--- config.mk ---
export PLATFORM = sky130hd
export DESIGN_NAME = connect4_turn_controller_flat
export DESIGN_NICKNAME = d
export VERILOG_FILES = /design/src/rtl/connect4_turn_controller_if.sv /design/src/rtl/connect4_turn_controller.sv /design/src/flat_wrapper.sv
export SDC_FILE = /design/constraint.sdc
export NUM_CORES = 1
export LEC_CHECK = 0
export CAP_MARGIN = 10
export CORE_ASPECT_RATIO = 0.75
export CORE_MARGIN = 2
export CORE_UTILIZATION = 47
export DETAILED_ROUTE_END_ITERATION = 16
export GPL_TIMING_DRIVEN = 1
export PLACE_DENSITY = 0.7
export SLEW_MARGIN = 10
export SYNTH_ARGS = -nofsm -noshare
export SYNTH_HDL_FRONTEND = slang
export SYNTH_SLANG_ARGS = --single-unit
--- constraint.sdc ---
create_clock -name clk -period 3.1 [get_ports clk]
set_input_delay 0.62 -clock clk [delete_from_list [all_inputs] [get_ports clk]]
set_output_delay 0.62 -clock clk [all_outputs]
set_load 0.005 [all_outputs]
--- src/rtl/connect4_turn_controller_if.sv ---
// Bus between the turn controller and the Connect-4 column datapath.
// The controller drives the move command and clear pulse; the datapath and
// win detector return their status.
interface connect4_turn_controller_if;
  logic [1:0] state;
  logic [6:0] in_column;
  logic       board_clear;
  logic       invalid_column;
  logic       win_in;

  modport master (
    output state,
    output in_column,
    output board_clear,
    input  invalid_column,
    input  win_in
  );

  modport slave (
    input  state,
    input  in_column,
    input  board_clear,
    output invalid_column,
    output win_in
  );
endinterface

--- src/rtl/connect4_turn_controller.sv ---
// Turn sequencer for Connect-4: latches a column, issues one-cycle move commands,
// evaluates the datapath/win response, and tracks turns, timeouts and game result.
module connect4_turn_controller #(
  parameter int unsigned TURN_TIMEOUT  = 1000,
  parameter int unsigned SETTLE_CYCLES = 2
) (
  input  logic                              clk,
  input  logic                              reset,
  input  logic                              start,
  input  logic [6:0]                        col_sel,
  input  logic                              drop,
  connect4_turn_controller_if.master        dp,
  output logic                              current_player,
  output logic [5:0]                        move_count,
  output logic [1:0]                        winner,
  output logic                              game_over,
  output logic                              invalid_move,
  output logic                              turn_timeout
);

  typedef enum logic [2:0] {
    StIdle,
    StSelect,
    StCommit,
    StWait,
    StGameOver
  } fsm_e;

  localparam logic [15:0] TimerLast  = 16'(TURN_TIMEOUT - 1);
  localparam logic [3:0]  SettleLast = 4'(SETTLE_CYCLES - 1);
  localparam logic [5:0]  MaxMoves   = 6'd42;

  fsm_e        fsm_q, fsm_d;
  logic [1:0]  state_q, state_d;
  logic [6:0]  in_column_q, in_column_d;
  logic        player_q, player_d;
  logic [5:0]  move_count_q, move_count_d;
  logic [1:0]  winner_q, winner_d;
  logic        game_over_q, game_over_d;
  logic        invalid_move_q, invalid_move_d;
  logic        turn_timeout_q, turn_timeout_d;
  logic        board_clear_q, board_clear_d;
  logic [15:0] timer_q, timer_d;
  logic [3:0]  settle_q, settle_d;

  logic        col_onehot;
  logic [6:0]  col_next;
  logic [5:0]  move_inc;

  assign col_onehot = (col_sel != 7'd0) && ((col_sel & (col_sel - 7'd1)) == 7'd0);
  assign col_next   = col_onehot ? col_sel : in_column_q;
  assign move_inc   = move_count_q + 6'd1;

  always_comb begin
    fsm_d          = fsm_q;
    state_d        = 2'b00;
    in_column_d    = in_column_q;
    player_d       = player_q;
    move_count_d   = move_count_q;
    winner_d       = winner_q;
    game_over_d    = game_over_q;
    invalid_move_d = 1'b0;
    turn_timeout_d = 1'b0;
    board_clear_d  = 1'b0;
    // Timer only runs in SELECT, so leaving any other state enters SELECT at zero.
    timer_d        = 16'd0;
    settle_d       = 4'd0;

    unique case (fsm_q)
      StIdle, StGameOver: begin
        if (start) begin
          fsm_d         = StSelect;
          board_clear_d = 1'b1;
          player_d      = 1'b0;
          move_count_d  = 6'd0;
          winner_d      = 2'b00;
          game_over_d   = 1'b0;
          in_column_d   = 7'd0;
        end
      end

      StSelect: begin
        timer_d     = timer_q + 16'd1;
        in_column_d = col_next;
        if (drop && (col_next != 7'd0)) begin
          fsm_d   = StCommit;
          state_d = {player_q, ~player_q};
          timer_d = 16'd0;
        end else if (timer_q == TimerLast) begin
          turn_timeout_d = 1'b1;
          player_d       = ~player_q;
          in_column_d    = 7'd0;
          timer_d        = 16'd0;
        end
      end

      StCommit: begin
        fsm_d = StWait;
      end

      StWait: begin
        if (settle_q == SettleLast) begin
          if (dp.invalid_column) begin
            fsm_d          = StSelect;
            invalid_move_d = 1'b1;
          end else if (dp.win_in) begin
            fsm_d        = StGameOver;
            move_count_d = move_inc;
            winner_d     = {player_q, ~player_q};
            game_over_d  = 1'b1;
          end else if (move_inc == MaxMoves) begin
            fsm_d        = StGameOver;
            move_count_d = move_inc;
            winner_d     = 2'b11;
            game_over_d  = 1'b1;
          end else begin
            fsm_d        = StSelect;
            move_count_d = move_inc;
            player_d     = ~player_q;
            in_column_d  = 7'd0;
          end
        end else begin
          settle_d = settle_q + 4'd1;
        end
      end

      default: fsm_d = StIdle;
    endcase
  end

  always_ff @(posedge clk or negedge reset) begin
    if (!reset) begin
      fsm_q          <= StIdle;
      state_q        <= 2'b00;
      in_column_q    <= 7'd0;
      player_q       <= 1'b0;
      move_count_q   <= 6'd0;
      winner_q       <= 2'b00;
      game_over_q    <= 1'b0;
      invalid_move_q <= 1'b0;
      turn_timeout_q <= 1'b0;
      board_clear_q  <= 1'b0;
      timer_q        <= 16'd0;
      settle_q       <= 4'd0;
    end else begin
      fsm_q          <= fsm_d;
      state_q        <= state_d;
      in_column_q    <= in_column_d;
      player_q       <= player_d;
      move_count_q   <= move_count_d;
      winner_q       <= winner_d;
      game_over_q    <= game_over_d;
      invalid_move_q <= invalid_move_d;
      turn_timeout_q <= turn_timeout_d;
      board_clear_q  <= board_clear_d;
      timer_q        <= timer_d;
      settle_q       <= settle_d;
    end
  end

  assign dp.state       = state_q;
  assign dp.in_column   = in_column_q;
  assign dp.board_clear = board_clear_q;
  assign current_player = player_q;
  assign move_count     = move_count_q;
  assign winner         = winner_q;
  assign game_over      = game_over_q;
  assign invalid_move   = invalid_move_q;
  assign turn_timeout   = turn_timeout_q;

endmodule

--- src/flat_wrapper.sv ---
// flat-port wrapper written by rule: the top's interface ports become plain ports
module connect4_turn_controller_flat 
#(
  parameter int unsigned TURN_TIMEOUT  = 1000,
  parameter int unsigned SETTLE_CYCLES = 2
)
  (clk, reset, start, col_sel, drop, current_player, move_count, winner, game_over, invalid_move, turn_timeout, dp_state, dp_in_column, dp_board_clear, dp_invalid_column, dp_win_in);
  connect4_turn_controller_if dp_i ();
  input  logic clk;
  input  logic reset;
  input  logic start;
  input  logic [6:0] col_sel;
  input  logic drop;
  output logic current_player;
  output logic [5:0] move_count;
  output logic [1:0] winner;
  output logic game_over;
  output logic invalid_move;
  output logic turn_timeout;
  output wire logic [$bits(dp_i.state)-1:0] dp_state;
  output wire logic [$bits(dp_i.in_column)-1:0] dp_in_column;
  output wire logic [$bits(dp_i.board_clear)-1:0] dp_board_clear;
  input wire logic [$bits(dp_i.invalid_column)-1:0] dp_invalid_column;
  input wire logic [$bits(dp_i.win_in)-1:0] dp_win_in;
  assign dp_state = dp_i.state;
  assign dp_in_column = dp_i.in_column;
  assign dp_board_clear = dp_i.board_clear;
  assign dp_i.invalid_column = dp_invalid_column;
  assign dp_i.win_in = dp_win_in;
  connect4_turn_controller #(.TURN_TIMEOUT(TURN_TIMEOUT), .SETTLE_CYCLES(SETTLE_CYCLES)) u_core (.clk(clk), .reset(reset), .start(start), .col_sel(col_sel), .drop(drop), .dp(dp_i), .current_player(current_player), .move_count(move_count), .winner(winner), .game_over(game_over), .invalid_move(invalid_move), .turn_timeout(turn_timeout));
endmodule
== After elaboration in Yosys (flattened, before gate mapping) ==
Cells that the tools add are included.

* Multiplexer cells: 54
* Multiply operators: 0
* Equal/unequal tests: 16
* Div/mod/pow operators: 0
* Add/subtract/negate cells: 4
* Reduce and logical (&&, ||, !) cells: 14
* Order comparisons: 0
* Bitwise logic cells: 2
* Shift-type cells: 0

{| class="wikitable"
|+ Operator list
! cell !! count
|-
| 7-bit 2-to-1 mux || 8
|-
| 16-bit 2-to-1 mux || 3
|-
| 7-bit one-hot mux with 3 select lines || 1
|-
| 1-bit 2-to-1 mux || 19
|-
| 3-bit 2-to-1 mux || 6
|-
| 6-bit 2-to-1 mux || 3
|-
| 16-bit by 1-bit adder with 16-bit output (second input constant) || 1
|-
| 16-bit by 10-bit equality test with 1-bit output (second input constant) || 1
|-
| 2-bit 2-to-1 mux || 7
|-
| 7-bit nonzero test || 2
|-
| 3-bit one-hot mux with 4 select lines || 1
|-
| 6-bit one-hot mux with 2 select lines || 1
|-
| 2-bit != test (second input constant) || 5
|-
| 4-bit 2-to-1 mux || 2
|-
| 8-bit AND reduction || 1
|-
| 7-bit AND || 1
|-
| 7-bit logical NOT || 1
|-
| 7-bit by 1-bit subtractor with 7-bit output (second input constant) || 1
|-
| 6-bit by 1-bit adder with 6-bit output (second input constant) || 1
|-
| 3-bit by 2-bit equality test with 1-bit output (second input constant) || 2
|-
| 6-bit equality test (second input constant) || 1
|-
| 2-bit by 1-bit != test with 1-bit output (second input constant) || 3
|-
| 6-bit AND reduction || 1
|-
| 5-bit AND reduction || 1
|-
| 16 further kinds || 17
|}

* Memory bits (read-only): 0
* RAM bits: 0
* Input port bits: 13
* Memories: 0
* Output and inout bits: 22
* Latch bits: 0
* Register bits after elaboration: 45

== Depth between registers and ports, before layout ==
* Depth in word-level cells: 9
* Mapped depth: 8
* Gate-level depth less buffers: 7

== Worst setup path before layout ==
No wires, ideal clock.

* Kind: input port to flip-flop
* Start: input port col_sel[4]
* End: register u_core.timer_q[10]
* Stages: 8
* Required time: 2.981 ns
* Setup slack: 0.804 ns
* Arrival: 2.177 ns
* Path through: buf_6 > xor2_1 > a221o_1 > a211o_2 > o211a_4 > o211ai_4 > buf_6 > nor2_1

* Longest elaborated chain between the ends: 9

{| class="wikitable"
|+ RTL lines
! item !! line !! source
|-
| start: declaration || flat_wrapper.sv:12 || <nowiki>input logic [6:0] col_sel;</nowiki>
|-
| 7-bit by 1-bit subtractor with 7-bit output || connect4_turn_controller.sv:50 || <nowiki>assign col_onehot = (col_sel != 7'd0) && ((col_sel & (col_sel - 7'd1)) == 7'd0);</nowiki>
|-
| 7-bit AND || connect4_turn_controller.sv:50 ||
|-
| 7-bit logical NOT || connect4_turn_controller.sv:50 ||
|-
| 1-bit logical AND || connect4_turn_controller.sv:50 ||
|-
| 7-bit 2-to-1 mux (*) || connect4_turn_controller.sv:51 || <nowiki>assign col_next = col_onehot ? col_sel : in_column_q;</nowiki>
|-
| 7-bit nonzero test (*) || connect4_turn_controller.sv:85 || <nowiki>if (drop && (col_next != 7'd0)) begin</nowiki>
|-
| 1-bit logical AND (*) || connect4_turn_controller.sv:85 ||
|-
| 16-bit 2-to-1 mux (*) || connect4_turn_controller.sv:85 ||
|-
| 16-bit 2-to-1 mux (*) || connect4_turn_controller.sv:69 || <nowiki>unique case (fsm_q)</nowiki>
|-
| net u_core.timer_d[10] || connect4_turn_controller.sv:43 || <nowiki>logic [15:0] timer_q, timer_d;</nowiki>
|-
| end signal: assignment || connect4_turn_controller.sv:156 || <nowiki>timer_q <= timer_d;</nowiki>
|-
| end: declaration || connect4_turn_controller.sv:43 ||
|}

The timed path passes the listed nets; every way through them passes the cells marked *.
A chain may end at the register's enable or synchronous reset.

== Worst setup path in the final report ==
* Start: input port col_sel[5]
* End: register u_core.fsm_q[0]

* Longest elaborated chain between the ends: 9

{| class="wikitable"
|+ RTL lines
! item !! line !! source
|-
| 7-bit by 1-bit subtractor with 7-bit output || connect4_turn_controller.sv:50 ||
|-
| 7-bit AND || connect4_turn_controller.sv:50 ||
|-
| 7-bit logical NOT || connect4_turn_controller.sv:50 ||
|-
| 1-bit logical AND || connect4_turn_controller.sv:50 ||
|-
| 7-bit 2-to-1 mux (*) || connect4_turn_controller.sv:51 ||
|-
| 7-bit nonzero test (*) || connect4_turn_controller.sv:85 ||
|-
| 1-bit logical AND (*) || connect4_turn_controller.sv:85 ||
|-
| 2-bit by 1-bit != test with 1-bit output (no line) (*) || - ||
|-
| 3-bit AND reduction (no line) (*) || - ||
|-
| end signal: assignment || connect4_turn_controller.sv:133 || <nowiki>fsm_q <= StIdle;</nowiki>
|-
| end signal: assignment || connect4_turn_controller.sv:146 || <nowiki>fsm_q <= fsm_d;</nowiki>
|-
| end: declaration || connect4_turn_controller.sv:33 || <nowiki>fsm_e fsm_q, fsm_d;</nowiki>
|}

Mark *: on every way between the ends. The rest lies on a longest branch, timed or not.

==> flow_metrics.py <==
metrics = {
    "global_route": {
        "grt_pass1_wl_um": 8470,
        "gr-total-overflow": 0,
        "grt_pass1_vias": 1741,
        "antenna_found_initial": 0,
        "grt_util_all_layers_pct": 18.7,
        "grt_max_degree": 46,
    },
    "timing": {
        "finalSetupTns_ps": 0,
        "setup_viol": 0,
        "finalClockSkew_ps": 6.13,
        "worst_slew_pin_slew_ps": 974,
        "min_period_ps": 2520,
        "timing.fmax_mhz": 396,
        "hold_violations": 0,
        "holdWs_ps": 469,
        "max-slew-margin-rel_pct": 35.1,
        "timing.final.ws_setup_ps": 578,
        "drv_slew": 0,
        "fin_crit_sh_pct": 81.4,
        "rsz0062_at_grt": "false",
    },
    "die": {
        "rows": 22,
        "dieArea_sq_mm": 0.00589,
        "die_x_um": 88.0,
        "start_util_pct": 49.9,
        "core-area_sq_mm": 0.00498,
        "io_pins": 35,
        "die_y_um": 67.0,
    },
    "power": {
        "ir_drop_mv": 0.499,
        "pwr_density_cell_mw_per_mm2": 745,
        "finalPower_uw": 2200,
        "leakagePower_uw": 0.00124,
    },
    "synthesis": {
        "yosys.area.top_type": "dfrtp_1",
        "synth_flop_cell": "dfrtp_1",
        "syn_nets": 273,
        "synth_cell_types": 53,
        "yosysTopAreaCellShare_pct": 45.3,
        "synth_cells": 255,
        "synth_area_sq_mm": 0.00249,
        "ys_seq_elements": 45,
        "avgSynthCellArea_sq_um": 9.75,
        "synth_area_leaders": "dfrtp_1 (45%), nor2_1 (5.3%), xor2_1 (4.9%)",
        "yosys_warnings": 0,
        "async_reset_ff_share_pct": 100,
        "synth_edf_count": 0,
        "ys_seq_area_share_pct": 45.3,
    },
    "drt": {
        "vias_per_cell": 5.37,
        "drc": 0,
        "finalWirelength_um": 5000,
        "dr.pass1.iters": 4,
        "vias": 1943,
        "ant_nets": 0,
        "drt_iter0_drc": 72,
        "wl_per_cell_um": 13.8,
    },
    "placement": {
        "dp.final_hpwl_um": 3600,
        "gp_congestion": 0.785,
        "portBuffers": 34,
        "place_ws_ps": 254,
        "dp.cells": 354,
    },
    "setup_path": {
        "required_ps": 3280,
        "cp.buffers_inverters": 1,
        "cp_max_fo": 8,
        "crit_type": "in -> reg",
        "reg2reg_slack_ps": 740,
        "cp-end-kind": "flip-flop",
        "critPathMaxStageDelay_ps": 640,
        "worstSetupStartpointType": "input port",
        "worst_path_max_delay_cell": "clkdlybuf4s50_1",
        "arrival_ps": 2700,
        "worstPathCellList": "clkdlybuf4s50_1 -> nor2_1 -> a221o_1 -> a211o_2 -> o211a_4 -> o21ai_0 -> nand4_1",
        "cp_top_family": "compound AO/OA/AOI/OAI gates",
    },
    "final_layout": {
        "drive_above_1_share_pct": 8.97,
        "multiInputGateArea_sq_mm": 0.00124,
        "num-nets-final": 307,
        "area_growth_pct": 18.6,
        "layout_commonest_cell": "dfrtp_1",
        "register_area_sq_mm": 0.00113,
        "instances_no_fill": 362,
        "diodes": 0,
        "fillCellCount": 437,
        "layout_common_cells": "dfrtp_1 (45), nor2_1 (35), clkdlybuf4s50_1 (33)",
    },
    "status": {
        "status": "complete, no violations",
    },
    "cts": {
        "root_buffer": "clkbuf_8",
        "cts_tree": "built",
        "clk_pin_slew_ps": 90,
        "numCtsBuffers": 5,
        "clock_path_buffers": 2,
        "cts_hold_buf": 0,
        "post-cts-setup-buffers": 0,
        "htree_levels": 2,
        "cts_resized": 0,
        "insertion_delay_ps": 310,
        "clock-sinks": 45,
    },
    "hold_path": {
        "hold_path.class": "in -> async",
    },
    "run": {
        "cap_violations": 0,
    },
}
-- Yosys cell counts, drive strengths merged (3+ instances only) --
master and n:
dfrtp 45, nand4 3, or4 4, o21ai 20
a32oi 6, nand2 20, nor4b 6, buf 8
nand2b 6, nand3 13, xnor2 7, nor2 35
xor2 14, a21oi 6, and3 5, o211ai 4
inv 9, nor3 4, ha 5
-- power breakdown --
| group | switching [uW] | internal, uW |
|---|---|---|
| clock | 212 | 160 |
| combinational | 445 | 496 |
| sequential | 164 | 718 |
-- cells by family after synthesis --
family / Yosys count / share of synthesized area [%]
xor gates and xnor gates: 21 / 7.40
adders and majority gates: 5 / 2.52
buffers and inverters: 19 / 4.88
muxes: 1 / 0.453
AOI/OAI and AO/OA: 51 / 14.7
DFF: 45 / 45.3
and+or+nand+nor: 113 / 24.7
-- routing by layer --
layer	share of wire, %	up-vias	track usage (%)	wire (um)
li1	-	973	-	-
met1	52	931	27.8	2610
met2	43	33	26.7	2130
met3	4.2	6	5.45	209
met4	0.90	0	4.04	45
met5	0	-	0	0
-- metrics by stage --
| stage | utilization, % | instance area (sq um) |
|---|---|---|
| after global placement | 57.4 | 2860 |
| final | 59.2 | 2950 |
| after floorplan | - | 2490 |
| after global routing | 59.2 | 2950 |
| after CTS | 59.2 | 2950 |
| after detailed placement | 57.4 | 2860 |
-- layout make-up --
cell class                      instances  share of cell area [%]
Multi-Input combinational cell        191                    42.0
Timing Repair Buffer                   37                    12.6
Sequential cell                        45                    38.2
Clock buffer                            5                    2.33
Tap cell                               72                    3.05
Clock inverter                          3                   0.721
Inverter                                9                    1.15
-- registers in the layout, indices dropped and copies added, names as in the netlist, 2 cells and up --
signal,cells
u_core.dp.in_column,7
u_core.move_count,6
u_core.winner,2
u_core.timer_q,16
u_core.fsm_q,3
u_core.settle_q,4
u_core.dp.state,2
-- worst paths after layout --
| path | startpoint | endpoint | cells past startpoint |
|---|---|---|---|
| setup reg to reg | u_core.move_count[0]$_DFFE_PN0P_ | u_core.winner[0]$_DFFE_PN0P_ | 6 |
| max in group asynchronous | reset | u_core.timer_q[12]$_DFF_PN0_ | 1 |
| min in group clk | u_core.timer_q[0]$_DFF_PN0_ | u_core.timer_q[0]$_DFF_PN0_ | 1 |
| hold reg to reg | u_core.timer_q[0]$_DFF_PN0_ | u_core.timer_q[0]$_DFF_PN0_ | 1 |
| setup / recovery | col_sel[5] | u_core.fsm_q[0]$_DFFE_PN0P_ | 7 |
| hold / removal | reset | u_core.timer_q[8]$_DFF_PN0_ | 1 |
No activity file was read; power rests on OpenSTA's default activity.
